===== src/rtl/read_operation.sv =====
`default_nettype none
// ============================================================================
// Module   : read_operation
// Purpose  : Async-FIFO read-side controller: write-pointer synchronizer,
//            binary/Gray read pointer, empty/almost-empty/level/underflow.
// Revision : 1.0 - initial release
// ============================================================================
module read_operation #(
    parameter int SIZE        = 4,
    parameter int SYNC_STAGES = 2,
    parameter int AE_LEVEL    = 2
) (
    input  logic            rclk,
    input  logic            rrst,
    input  logic [SIZE:0]   wptr,
    input  logic            rinc,
    output logic            rempty,
    output logic            ralmost_empty,
    output logic [SIZE-1:0] raddr,
    output logic [SIZE:0]   rptr,
    output logic [SIZE:0]   rq2_wptr,
    output logic [SIZE:0]   rlevel,
    output logic            runderflow
);

    localparam logic [SIZE:0] c_AE_LEVEL = (SIZE+1)'(AE_LEVEL);

    logic [SIZE:0] r_sync [SYNC_STAGES];
    logic [SIZE:0] r_bin;
    logic [SIZE:0] w_wbin;
    logic [SIZE:0] w_bin_next;
    logic [SIZE:0] w_gray_next;
    logic [SIZE:0] w_level;
    logic          w_accept;

    // Plain flop chain: no logic between stages so each bit settles independently.
    always_ff @(posedge rclk) begin
        if (rrst) begin
            for (int i = 0; i < SYNC_STAGES; i++) begin
                r_sync[i] <= '0;
            end
        end else begin
            r_sync[0] <= wptr;
            for (int i = 1; i < SYNC_STAGES; i++) begin
                r_sync[i] <= r_sync[i-1];
            end
        end
    end

    assign rq2_wptr = r_sync[SYNC_STAGES-1];

    // Binary bit i of a Gray code is the XOR of all Gray bits at or above i.
    genvar gi;
    generate
        for (gi = 0; gi <= SIZE; gi++) begin : g_g2b
            assign w_wbin[gi] = ^(rq2_wptr >> gi);
        end
    endgenerate

    assign w_accept    = rinc & ~rempty;
    assign w_bin_next  = r_bin + {{SIZE{1'b0}}, w_accept};
    assign w_gray_next = (w_bin_next >> 1) ^ w_bin_next;
    assign w_level     = w_wbin - w_bin_next;

    // Flags are computed from the next pointer so empty asserts on the last read edge.
    always_ff @(posedge rclk) begin
        if (rrst) begin
            r_bin         <= '0;
            rptr          <= '0;
            rempty        <= 1'b1;
            ralmost_empty <= 1'b1;
            rlevel        <= '0;
            runderflow    <= 1'b0;
        end else begin
            r_bin         <= w_bin_next;
            rptr          <= w_gray_next;
            rempty        <= (w_gray_next == rq2_wptr);
            ralmost_empty <= (w_level <= c_AE_LEVEL);
            rlevel        <= w_level;
            if (rinc && rempty) begin
                runderflow <= 1'b1;
            end
        end
    end

    assign raddr = r_bin[SIZE-1:0];

endmodule
`default_nettype wire


===== config.mk =====
export PLATFORM = sky130hd
export DESIGN_NAME = read_operation
export DESIGN_NICKNAME = d
export VERILOG_FILES = /design/src/rtl/read_operation.sv
export SDC_FILE = /design/constraint.sdc
export NUM_CORES = 1
export LEC_CHECK = 0
export ABC_AREA = 1
export BUFFER_PORTS_ARGS = -buffer_cell sky130_fd_sc_hd__buf_2
export CORE_UTILIZATION = 55
export CTS_CLUSTER_DIAMETER = 40
export DETAILED_ROUTE_END_ITERATION = 8
export PLACE_DENSITY_LB_ADDON = 0.12
export REMOVE_ABC_BUFFERS = 1
export SLEW_MARGIN = 30
export SYNTH_ARGS = -nofsm -noshare
export SYNTH_HDL_FRONTEND = slang
export SYNTH_SLANG_ARGS = --single-unit

===== constraint.sdc =====
create_clock -name rclk -period 3.2 [get_ports rclk]
set_input_delay 0.32 -clock rclk [delete_from_list [all_inputs] [get_ports rclk]]
set_output_delay 0.32 -clock rclk [all_outputs]
set_load 0.01 [all_outputs]

==> flow_metrics.env <==
export IMPL_status="finished clean"
export IMPL_cts_resized_gates=0
export IMPL_drt_initial_drc_count=12
export IMPL_worst_pin_slew_ns=0.413
export IMPL_hold_path_class="in -> reg"
export IMPL_cap_violations=0
export IMPL_slew_headroom=0.725
export IMPL_hpwl_mm=1.78
export IMPL_drive_gt1_frac=0.239
export IMPL_final_cell_mix="nand2_1 (44), inv_1 (29), buf_2 (29), dfxtp_1 (27), nor2_1 (25)"
export IMPL_clockBufferDepth=2
export IMPL_power_leakage_uw=0.000825
export IMPL_grtUsageTotal=0.208
export IMPL_worst_ep_required_time_ns=3.43
export IMPL_cp_arrival_ns=2.35
export IMPL_portBuffers=29
export IMPL_fin_skew_ns=0.00148
export IMPL_fmax_mhz=473
export IMPL_finalNetCount=223
export IMPL_yosysUniqueCellTypes=23
export IMPL_seqCellArea_um2=541
export IMPL_setup_viol=0
export IMPL_place_inst=233
export IMPL_power_per_cell_area_nw_per_um2=460
export IMPL_synth_top_area_cell="dfxtp_1"
export IMPL_dpl_cell_area_um2=1480
export IMPL_design_area_um2=1510
export IMPL_mostFrequentLayoutCell="nand2_1"
export IMPL_synth_mux_area_fraction=0
export IMPL_cts_sinks=27
export IMPL_synth_area_leaders="dfxtp_1 (40%), nand2_1 (12%), inv_1 (8.1%), nor2_1 (7.0%), nand3_1 (4.8%)"
export IMPL_multi_input_area_um2=642
export IMPL_cts_buffers=3
export IMPL_yosys_warnings=0
export IMPL_drtPass1Iterations=4
export IMPL_syn_to_final_growth_pct=12.0
export IMPL_crit_path_max_fanout=4
export IMPL_synth_top_family_by_area="simple AND/OR/NAND/NOR gates"
export IMPL_hold_violations=0
export IMPL_peakVddDrop_v=0.000332
export IMPL_grt_pass1_vias=1027
export IMPL_drt_total_wl_mm=2.33
export IMPL_ys_seq_area_frac=0.401
export IMPL_tritoncts="yes"
export IMPL_cts_setup_buffers=0
export IMPL_synth_top_area_frac=0.401
export IMPL_path_clk_slew_ns=0.13
export IMPL_antenna_left=0
export IMPL_dieArea_um2=2650
export IMPL_drc=0
export IMPL_slew_violations=0
export IMPL_grt_max_degree=24
export IMPL_die_x_um=51.5
export IMPL_path_cells="nor2_1, ha_1, ha_1, inv_1, nand2_4, nand2_1, inv_1, ha_1, inv_1, nand2_2, nand3_1, a21oi_2, nor2_2, nor2_2"
export IMPL_cp_slowest_cell="dfxtp_1"
export IMPL_core_area_um2=2250
export IMPL_worstSetupPathType="reg -> reg"
export IMPL_yosys_area_share_adder=0.0464
export IMPL_ios=30
export IMPL_synth_xor_area_frac=0.0910
export IMPL_dp_slack_ns=0.969
export IMPL_fill_cells=214
export IMPL_diodes=0
export IMPL_ys_ff_latch=27
export IMPL_overflow=0
export IMPL_synthesis_area_um2=1350
export IMPL_h_tree_depth=1
export IMPL_initial_core_util=0.598
export IMPL_min_period_ns=2.11
export IMPL_fin_crit_sh=0.660
export IMPL_vias=1103
export IMPL_yosys_area_share_simple=0.325
export IMPL_syn_area_per_cell_um2=7.36
export IMPL_cts_root_buf="clkbuf_4"
export IMPL_fin_tns_setup_ns=0
export IMPL_gp_congestion=0.796
export IMPL_die_height_um=51.5
export IMPL_fin_cells=237
export IMPL_grt_first_pass_wirelength_mm=4.06
export IMPL_max_stage_delay_ns=0.37
export IMPL_holdBufCountCts=0
export IMPL_worstSetupStartpointType="flip-flop"
export IMPL_wl_per_cell_um=9.84
export IMPL_clkLatencyLatePin_ns=0.32
export IMPL_rows=17
export IMPL_synth_compound_area_frac=0.0139
export IMPL_cp_end_kind="flip-flop"
export IMPL_layout_setup_ws_ns=1.09
export IMPL_post_drt_via_cell_ratio=4.65
export IMPL_antenna_found_initial=0
export IMPL_rsz0062_at_grt="no"
export IMPL_synthCells=183
synthesized netlist by cell type:
cell,number
dfxtp_1,27
nor3_1,1
xor2_1,6
a21oi_2,1
nor2_2,2
nand2_1,44
nand2_4,1
inv_2,3
nand2_2,7
nand3_1,13
a21oi_1,2
xnor2_4,1
clkbuf_1,2
nor2_1,25
nor2_4,1
ha_1,5
inv_1,29
nand4_1,2
nand3b_1,1
buf_4,5
nand3_2,1
xor2_2,1
xnor2_1,3
metrics by stage:
step | hold WS, ns | utilization | total power (uW)
2_1_floorplan | 0.388 | - | 507
3_3_place_gp | 0.389 | 0.658 | 554
3_5_place_dp | 0.394 | 0.658 | 559
4_1_cts | 0.172 | 0.669 | 703
5_1_grt | 0.169 | 0.669 | 742
6_report | 0.181 | 0.669 | 694
cell type report:
type                    instances  share of cell area
well taps                      28              0.0232
multi-input cells             117               0.425
flip-flops and latches         27               0.358
repair buffers                 29              0.0962
inverters                      32              0.0796
clock buffers                   4              0.0174
power by group:
group | leakage (uW) | switching (uW) | internal [uW]
Clock | 0.0000150 | 95.0 | 48.9
Sequential | 0.000222 | 11.1 | 366
Combinational | 0.000588 | 103 | 70.7
per-layer routing:
layer	global-route usage	up-vias	part of all wire
li1	-	596	-
met2	0.379	28	0.48
met5	0	-	0
met3	0.0263	5	0.047
met4	0.0946	0	0.018
met1	0.238	474	0.46
path summary, 6_finish.rpt:
path                start       endpoint  slack, ns  cells past startpoint
max                rempty  ralmost_empty       1.09                     14
min               wptr[4]   r_sync[0][4]       0.18                      3
max reg2reg        rempty  ralmost_empty       1.09                     14
min reg2reg  r_sync[0][4]   r_sync[0][9]       0.41                      2
cells by family after synthesis:
kind of cell,count (synthesis)
flops,27
simple gates,98
xor+xnor,11
buf+inv,39
compound gates,3
fa+ha+maj,5
flip-flops by register name, summed over array words and instances (netlist names):
name and count:
rptr 5, runderflow 1, rempty 1, r_sync 10, ralmost_empty 1, r_bin 4
rlevel 5
critical path: cells and delay by family, from the launching register on:
family                     cells  cell delay [ns]
and+or+nand+nor                7             0.56
AOI/OAI and AO/OA              1             0.07
DFF                            1             0.37
buffers and inverters          3             0.28
adders and majority gates      3             0.74
No activity file was read; power rests on OpenSTA's default activity.
